==> src/rtl/branch_decision.sv <==
// branch_decision: registered adder plus RISC-V branch comparator with a one-cycle latency.
// The comparison uses its own subtractor, so cin never affects taken or zero.
module branch_decision #(
    parameter int WIDTH = 4
) (
    input  logic             clk,
    input  logic             rst_n,
    input  logic [WIDTH-1:0] a,
    input  logic [WIDTH-1:0] b,
    input  logic             cin,
    input  logic [2:0]       op,
    input  logic             valid_in,
    output logic [WIDTH-1:0] s,
    output logic             cout,
    output logic             taken,
    output logic             valid_out,
    output logic             zero
);
    logic [WIDTH:0] sum;
    logic [WIDTH:0] diff;
    logic           eq;
    logic           ltu;
    logic           lt;
    logic           ovf;
    logic           cond;

    always_comb begin
        sum  = {1'b0, a} + {1'b0, b} + (WIDTH+1)'(cin);
        diff = {1'b0, a} + {1'b0, ~b} + (WIDTH+1)'(1);
        eq   = diff[WIDTH-1:0] == '0;
        // no carry out of a + ~b + 1 means a borrow, i.e. a < b unsigned
        ltu  = ~diff[WIDTH];
        ovf  = (a[WIDTH-1] ^ b[WIDTH-1]) & (a[WIDTH-1] ^ diff[WIDTH-1]);
        lt   = diff[WIDTH-1] ^ ovf;
        cond = op[2:1] == 2'b01 ? 1'b0 :
               op[2:1] == 2'b00 ? eq ^ op[0] :
               op[2:1] == 2'b10 ? lt ^ op[0] :
                                  ltu ^ op[0];
    end

    always_ff @(posedge clk or negedge rst_n) begin
        if (!rst_n) begin
            s         <= '0;
            cout      <= 1'b0;
            taken     <= 1'b0;
            valid_out <= 1'b0;
            zero      <= 1'b0;
        end else begin
            s         <= sum[WIDTH-1:0];
            cout      <= sum[WIDTH];
            taken     <= cond & valid_in;
            valid_out <= valid_in;
            zero      <= eq;
        end
    end
endmodule

==> config.mk <==
export PLATFORM = sky130hd
export DESIGN_NAME = branch_decision
export DESIGN_NICKNAME = d
export VERILOG_FILES = /design/src/rtl/branch_decision.sv
export SDC_FILE = /design/constraint.sdc
export NUM_CORES = 1
export LEC_CHECK = 0
export ABC_AREA = 1
export CAP_MARGIN = 20
export CORE_MARGIN = 5
export CORE_UTILIZATION = 37
export DETAILED_ROUTE_END_ITERATION = 8
export PLACE_DENSITY = 0.83
export SYNTH_ARGS = -nofsm -noshare
export SYNTH_HDL_FRONTEND = slang
export SYNTH_SLANG_ARGS = --single-unit
==> constraint.sdc <==
create_clock -name clk -period 0.8 [get_ports clk]
set_input_delay 0.16 -clock clk [delete_from_list [all_inputs] [get_ports clk]]
set_output_delay 0.16 -clock clk [all_outputs]
set_load 0.05 [all_outputs]
==> results.toml, run 1 <==
[global_routing]
grt.total_usage_pct = 12.2
grt_pass1_wl_um = 2290
grt_max_degree = 9
antenna_found_initial = 0
grt_pass1_vias = 548
gr-total-overflow = 0

[logic_synthesis]
synth_edf_count = 0
ys_ff_latch = 8
netlist_area_um2 = 577
postSynthCellCount = 63
synth_ff_type = "dfrtp_1"
yosysWarnings = 0
async_flop_share_pct = 100
ys_types = 16
synth_nets = 89
postSynthAreaPerCell_um2 = 9.16
seq_area_frac_synth_pct = 34.7

[critical_path]
path_max_fanout = 2
end_kind = "flip-flop"
crit_type = "in2reg"
crit_chain = "buf_6 > inv_4 > ha_4 > nand2_4 > nor2_4 > a211oi_4 > fa_1 > nand2_1 > nor2_1 > nand2_2 > nand2_2 > nand3_2 > nand2_1 > nor2_1"
slowest_delay_ns = 0.49
cp_data_arrival_time_ns = 1.80
worst_path_max_delay_cell = "fa_1"
cp-start-kind = "input pin"
crit_required_ns = 0.95

[clock_network]
cts.sinks = 8
cts_buffers = 3
clk_pin_slew_ns = 0.05
clock_path_buffers = 2
htreeDepth = 1
cts_tree = "built"
cts-root-buf = "clkbuf_4"

[drt]
drt_drc_violations_left = 0
firstDrtPassIters = 4
viasPerCell = 4.74
drt_iter0_drc = 9
drtAntennaViolNets = 0
wire_per_inst_um = 13.0
wl_um = 1470
vias = 536

[finish]
fillers = 85
areaGrowthSynthToFinish_pct = 98.7
fin_cells = 113
num_antenna_cells = 0
fin_nets = 125
register_area_um2 = 200
multi_input_area_um2 = 415
fin_util_pct = 77.0
drive_above_1_share_pct = 53.6

[timing]
timing.final.crit_share_pct = 206
worst_pin_slew_ns = 0.342
min_period_ns = 1.65
finalHoldViolations = 0
maxSlewViolCount = 0
relSlewSlack_pct = 77.2
rsz0062_at_grt = "yes"
setup_viol = 14
setup_ws_ns = -0.852
hold_slack_ns = 0.171
timing.fmax_mhz = 605

[hold_path]
hold_class = "in2async"

[floorplan]
die-area_um2 = 2450
ios = 23
rows = 14
die_y_um = 49.5
start_util_pct = 38.7
core_um2 = 1490
dieWidth_um = 49.5

[placed_design]
port_buffers = 22
place.gp.congestion = 0.694
dp_hpwl_um = 1140
place_inst = 108

[power]
p_leak_uw = 0.000547
powerDensity_nw_per_um2 = 1510
irDropWorstVdd_mv = 0.760

[run]
cap_violations = 0

[status]
violations = "negative setup slack"
status = "finished, violations left"
[routing by layer]
metal	routed length, um	share of wire (%)	track usage [%]
met1	479	33	12.7
met2	872	59	23.0
met3	103	7.0	2.71
met4	16	1.1	5.24
met5	0	0	0
[final cells by class]
class	instances	area share (%)
Tap cell	16	1.75
Inverter	16	8.30
Timing Repair Buffer	31	34.3
Clock buffer	3	1.97
Sequential cell	8	17.5
Multi-Input combinational cell	39	36.2
[state kept, by name, summed over array words and instances, names as in the netlist]
name and cells:
cout 1, taken 1, zero 1, s 4
valid_out 1
[synthesized netlist by cell type, types with 2 or more instances]
cell | count | share of area, %
a21oi_1 | 3 | 2.6
fa_1 | 4 | 14
nand2_2 | 3 | 3.3
inv_1 | 15 | 9.8
nand2_1 | 9 | 5.9
nor2_1 | 5 | 3.3
ha_1 | 7 | 15
xnor2_1 | 2 | 3.0
dfrtp_1 | 8 | 35
[cell usage in the layout (no fill, tap or decap), drive strengths merged]
cell and count:
o21ai 1, a211oi 1, nand2 12, inv 16, fa 4, ha 7
nand3 1, a21oi 3, clkbuf 3, o31ai 1, dfrtp 8, xnor2 2
dlygate4sd2 2, a21boi 1, buf 24, o21bai 1, nor2 5, clkdlybuf4s50 5
[kinds of logic (layout without fill, tap and decap cells)]
family,after synthesis,after routing,synth area share [%]
buffers and inverters,16,50,10.4
adder cells (fa/ha/maj),11,11,29.1
XOR/XNOR,2,2,3.04
AND/OR/NAND/NOR,18,18,14.1
flip-flops,8,8,34.7
AO/OA/AOI/OAI,8,8,8.68
[per-stage QoR]
stage                     worst slack (ns)  total power (uW)  TNS, ns  cell area, um^2
after floorplan                     -0.872               883    -2.67              633
after global placement               -1.51              1300    -7.33             1010
after detailed placement             -1.59              1320    -7.53             1010
after CTS                           -0.814              1710    -3.61             1120
after global routing                -0.949              1800    -4.14             1150
final                               -0.852              1730    -3.74             1150
[power by group]
part	switching, uW	internal, uW
logic	450	463
clock network	138	172
registers	44.4	460
[path summary, 6_finish.rpt]
kind                        from  cells after the start  slack (ns)             endpoint
max in group asynchronous  rst_n                      1        0.38  valid_out$_DFF_PN0_
setup / recovery            b[1]                     14       -0.85      taken$_DFF_PN0_
min in group clk            b[0]                      4        0.30       s[0]$_DFF_PN0_
hold / removal             rst_n                      1        0.17       zero$_DFF_PN0_
[critical path, delay by kind of cell]
kind	cells	cell delay, ns
adders and majority gates	2	0.76
and+or+nand+nor	9	0.71
buffers and inverters	2	0.11
AOI/OAI and AO/OA	1	0.05
[repair_timing]
item	in CTS	in global routing
gates resized for setup	56	7
setup buffers	1	1
hold buffers	0	0
hold endpoints to repair	0	0
setup endpoints to repair	15	14
pin swaps	13	9
Power figures use the tool's default switching activity.
==> inputs of run 2 (changes only) <==
CORE_MARGIN = 3   (was 5)
==> run 2 against run 1 <==
The run still ends with negative setup slack left. Die area decreased by 16%. Cell area increased by 4.4%. Non-clock buffer count increased by 4. Via count increased by 6.9%. Hold slack improved by 0.0030 ns. Sequential power about the same. Clock-buffer cell count unchanged. Sequential cell count unchanged. Largest power group unchanged.
==> results.toml, run 2 (same netlist as run 1, synthesis figures left out) <==
[status]
status = "finished, violations left"
violations = "negative setup slack"

[timing]
worst_pin_slew_ns = 0.342
timing.final.crit_share_pct = 218
finalHoldViolations = 0
relSlewSlack_pct = 77.1
setup_viol = 14
timing.fmax_mhz = 575
fin_tns_setup_ns = -4.07
min_period_ns = 1.74
setup_ws_ns = -0.941
maxSlewViolCount = 0
rsz0062_at_grt = "yes"

[drt]
wl_um = 1660
viasPerCell = 4.94
drt_drc_violations_left = 0
wire_per_inst_um = 14.3
drtAntennaViolNets = 0
drt_iter0_drc = 4
vias = 573
firstDrtPassIters = 4

[finish]
layout_commonest_cell = "buf_4"
largest_reg_flops = 4
layout_common_cells = "10 x buf_4, 8 x nand2_1, 8 x dfrtp_1, 8 x buf_12, 7 x inv_1"
fin_util_pct = 86.5
largest-register = "s"
final_area_um2 = 1200
fillers = 68
drive_above_1_share_pct = 57.4
num_antenna_cells = 0
areaGrowthSynthToFinish_pct = 107
fin_nets = 129

[clock_network]
ctsHoldBuffers = 0
cts_tree = "built"
clock_path_buffers = 2
cts.sinks = 8
clk_pin_slew_ns = 0.05
cts-root-buf = "clkbuf_4"
cts_buffers = 3
htreeDepth = 1

[power]
seq_power_share_pct = 28.2
p_leak_uw = 0.000567
irDropWorstVdd_mv = 0.748
powerDensity_nw_per_um2 = 1490
power_frac_comb_pct = 54.8
internal_power_uw = 1130
p_switching_uw = 654
p_total_uw = 1780
clkPwrFrac_pct = 16.9
switching_share_pct = 36.7

[run]
cap_violations = 0

[global_routing]
gr-total-overflow = 0
grt_pass1_wl_um = 2500
grt.total_usage_pct = 18.7
grt_pass1_vias = 558
antenna_found_initial = 0
grt_max_degree = 9

[floorplan]
rows = 13
dieWidth_um = 45.5
core_um2 = 1380
die_y_um = 45.5
die-area_um2 = 2070
ios = 23
start_util_pct = 41.7

[critical_path]
crit_chain = "buf_8 > ha_4 > buf_6 > a211oi_4 > fa_1 > nand2_1 > nor2_2 > nand2_2 > nand2_2 > nand3_2 > nand2_1 > nor2_1"
slowest_delay_ns = 0.46
cp-start-kind = "input pin"
cp_data_arrival_time_ns = 1.92
crit_required_ns = 0.98
end_kind = "flip-flop"
worst_path_max_delay_cell = "fa_1"
crit_type = "in2reg"
path_max_fanout = 2

[hold_path]
hold_class = "in2async"

[placed_design]
dp_hpwl_um = 1010
port_buffers = 22
place.gp.congestion = 0.801
detailed_place.area_um2 = 1030
## run 2: changes by cell type in the layout (fill, tap and decap cells not counted)
cell,change
o31ai_2,-1
clkinv_4,+1
inv_2,+2
buf_6,+2
inv_8,-1
a21oi_4,+1
buf_4,+2
a21oi_2,-1
nor2_2,+1
inv_1,-1
inv_4,-1
nor2_1,-1
o31ai_4,+1
## run 2: stage by stage
stage	worst slack [ns]	instances	hold slack, ns
after global routing	-1.01	116	0.190
final	-0.941	116	0.174
after floorplan	-0.872	63	-0.136
after detailed placement	-1.58	110	0.450
after global placement	-1.50	110	0.438
after CTS	-0.815	116	0.182
## run 2: final timing paths
path / from / endpoint / slack (ns)
min in group clk: b[1] / s[1]$_DFF_PN0_ / 0.34
max in group asynchronous: rst_n / taken$_DFF_PN0_ / 0.38
min: rst_n / s[1]$_DFF_PN0_ / 0.17
max: a[2] / taken$_DFF_PN0_ / -0.94
## run 2: final cells by class
class | count | area (um^2) | area share (%)
clock buffer | 3 | 22.5 | 1.88
inverter | 16 | 90.1 | 7.53
multi-input combinational | 39 | 434 | 36.3
sequential | 8 | 200 | 16.7
tap | 15 | 18.8 | 1.57
timing repair buffer | 35 | 430 | 36.0
## run 2: worst max-delay path, delay by kind of cell
kind | cells | cell delay, ns
compound gates | 1 | 0.22
fa+ha+maj | 2 | 0.70
simple gates | 7 | 0.60
buf+inv | 2 | 0.22
## run 2: timing repair
| action | in CTS | in global routing |
|---|---|---|
| setup endpoints to repair | 15 | 14 |
| pin swaps | 15 | 9 |
| setup buffers | 3 | 0 |
| resized for setup | 63 | 4 |
## run 2: per-layer routing
metal | wire length [um] | global-route usage, % | vias up
met2 | 938 | 32.0 | 23
met5 | 0 | 0 | -
met4 | 68 | 17.5 | 0
met1 | 584 | 18.1 | 275
li1 | - | - | 269
met3 | 67 | 3.95 | 6
## run 2: power by group through the flow
| stage | Combinational [uW] | Clock, uW | Sequential, uW |
|---|---|---|---|
| 6_report | 977 | 302 | 503 |
| 5_1_grt | 1030 | 324 | 508 |
| 4_1_cts | 931 | 301 | 504 |
| 3_5_place_dp | 824 | 0 | 510 |
| 3_3_place_gp | 803 | 0 | 508 |
| 2_1_floorplan | 208 | 0 | 675 |
==> inputs of run 3 (changes only) <==
CORE_UTILIZATION = 39   (was 37)
CTS_BUF_LIST = sky130_fd_sc_hd__clkbuf_8   (was default)
HOLD_SLACK_MARGIN = 0.05   (was default)
PLACE_DENSITY = 0.86   (was 0.83)
SKIP_CTS_REPAIR_TIMING = 1   (was default)
==> run 3 against run 2 <==
The run still ends with negative setup slack left. Utilization fell by 0.14 points. Final cell count grew 0.86%. Sequential power is essentially flat. First-iteration DRC count is 75% higher. Total power up 6.4%. Clock power rose by 56%. Largest cell class is now buffers. Critical path depth up 2. Routed wire length up 0.97%. Cell area is 2.5% lower. Non-clock buffer count grew 1. Largest power group unchanged. Maximum frequency rose by 2.0%.
==> results.toml, run 3 (same netlist as run 1, synthesis figures left out) <==
[power]
irDropWorstVdd_mv = 0.927
p_total_uw = 1890
powerDensity_nw_per_um2 = 1620
p_leak_uw = 0.000584

[critical_path]
cpMostUsedCell = "nand2_2"
crit_chain = "buf_8 > inv_8 > ha_4 > nand2_2 > nor2_2 > a211oi_2 > fa_1 > nand2_1 > nor2_1 > nand2_2 > nand2_2 > nand3_2 > nand2_2 > nor2_1"
path_max_fanout = 3
slowest_delay_ns = 0.50
startpoint = "b[2]"
crit_required_ns = 0.91
crit_type = "in2reg"
worst_path_max_delay_cell = "fa_1"
cp-start-kind = "input pin"
end_kind = "flip-flop"
cp_data_arrival_time_ns = 1.82

[floorplan]
rows = 13
dieWidth_um = 44.5
die-area_um2 = 1980
die_y_um = 44.5
ios = 23
core_um2 = 1350
start_util_pct = 42.7

[drt]
wire_per_inst_um = 14.3
drt_iter0_drc = 7
drtAntennaViolNets = 0
viasPerCell = 4.79
wl_um = 1670
vias = 561
drt_drc_violations_left = 0
firstDrtPassIters = 4

[clock_network]
htreeDepth = 1
clock_path_buffers = 2
cts.sinks = 8
cts-root-buf = "clkbuf_8"
clk_pin_slew_ns = 0.04
cts_buffers = 3
cts_tree = "built"

[placed_design]
port_buffers = 22
place.gp.congestion = 0.805
dp_hpwl_um = 1180

[global_routing]
gr-total-overflow = 0
grt_pass1_wl_um = 2100
antenna_found_initial = 0
grt_max_degree = 9
grt.total_usage_pct = 15.9
grt_pass1_vias = 519

[finish]
drive_above_1_share_pct = 56.9
fin_nets = 130
layout_common_cells = "13 x buf_4, 8 x dfrtp_1, 8 x buf_12, 7 x inv_1, 7 x nand2_1"
largest-register = "s"
fin_util_pct = 86.4
largest_reg_flops = 4
num_antenna_cells = 0
fillers = 68
layout_commonest_cell = "buf_4"
areaGrowthSynthToFinish_pct = 102

[timing]
finalHoldViolations = 0
setup_ws_ns = -0.907
relSlewSlack_pct = 75.7
timing.fmax_mhz = 586
min_period_ns = 1.71
maxSlewViolCount = 0
rsz0062_at_grt = "yes"
setup_viol = 14
fin_tns_setup_ns = -4.05
timing.final.crit_share_pct = 213
worst_pin_slew_ns = 0.362

[hold_path]
hold_class = "in2async"

[status]
violations = "negative setup slack"
status = "finished, violations left"

[run]
cap_violations = 0
[run 3: cell types whose count changed in the layout (fill, tap and decap cells not counted), moves of 2 or more]
| cell | previous run | this run |
|---|---|---|
| buf_4 | 10 | 13 |
| buf_8 | 4 | 1 |
| clkbuf_4 | 3 | 0 |
| clkbuf_8 | 0 | 3 |
| dlygate4sd2_1 | 2 | 0 |
| dlymetal6s2s_1 | 0 | 2 |
| ha_4 | 4 | 2 |
| nand2_2 | 3 | 5 |
[run 3: how the worst max path moves through the flow]
stage / endpoint / cells after the start / slack, ns
6_report: taken$_DFF_PN0_ / 14 / -0.91
3_5_place_dp: taken$_DFF_PN0_ / 14 / -1.57
3_3_place_gp: taken$_DFF_PN0_ / 14 / -1.49
4_1_cts: taken$_DFF_PN0_ / 14 / -1.33
5_1_grt: taken$_DFF_PN0_ / 14 / -1.00
2_1_floorplan: taken$_DFF_PN0_ / 13 / -0.87
[run 3: final cells by class]
class | instances | area (um^2) | area share [%]
multi-input cells | 39 | 395 | 33.9
inverters | 16 | 90.1 | 7.73
repair buffers | 36 | 420 | 36.1
well taps | 15 | 18.8 | 1.61
clock buffers | 3 | 41.3 | 3.54
flip-flops and latches | 8 | 200 | 17.2
[run 3: metrics by stage]
step	cells	setup slack, ns	instance area (um^2)	hold slack, ns
CTS	114	-1.33	1080	0.207
floorplan	63	-0.872	633	-0.136
global route	117	-1.00	1170	0.236
global placement	111	-1.49	1030	0.442
detailed placement	111	-1.57	1030	0.448
finish	117	-0.907	1170	0.200
[run 3: power breakdown]
group	leakage [uW]	internal [uW]	switching [uW]
sequential	0.0000972	461	44.0
combinational	0.000465	466	452
clock	0.0000216	325	146
[run 3: routing by layer]
| layer | share of wire [%] | GRT usage, % | vias up |
|---|---|---|---|
| met1 | 34 | 15.9 | 265 |
| met2 | 59 | 27.9 | 21 |
| met3 | 3.0 | 2.44 | 5 |
| met5 | 0 | 0 | - |
| li1 | - | - | 270 |
| met4 | 3.2 | 14.5 | 0 |
[run 3: critical path: cells and delay by family]
| kind | cells | cell delay (ns) |
|---|---|---|
| and+or+nand+nor | 9 | 0.72 |
| AOI/OAI and AO/OA | 1 | 0.06 |
| buffers and inverters | 2 | 0.12 |
| adders and majority gates | 2 | 0.76 |
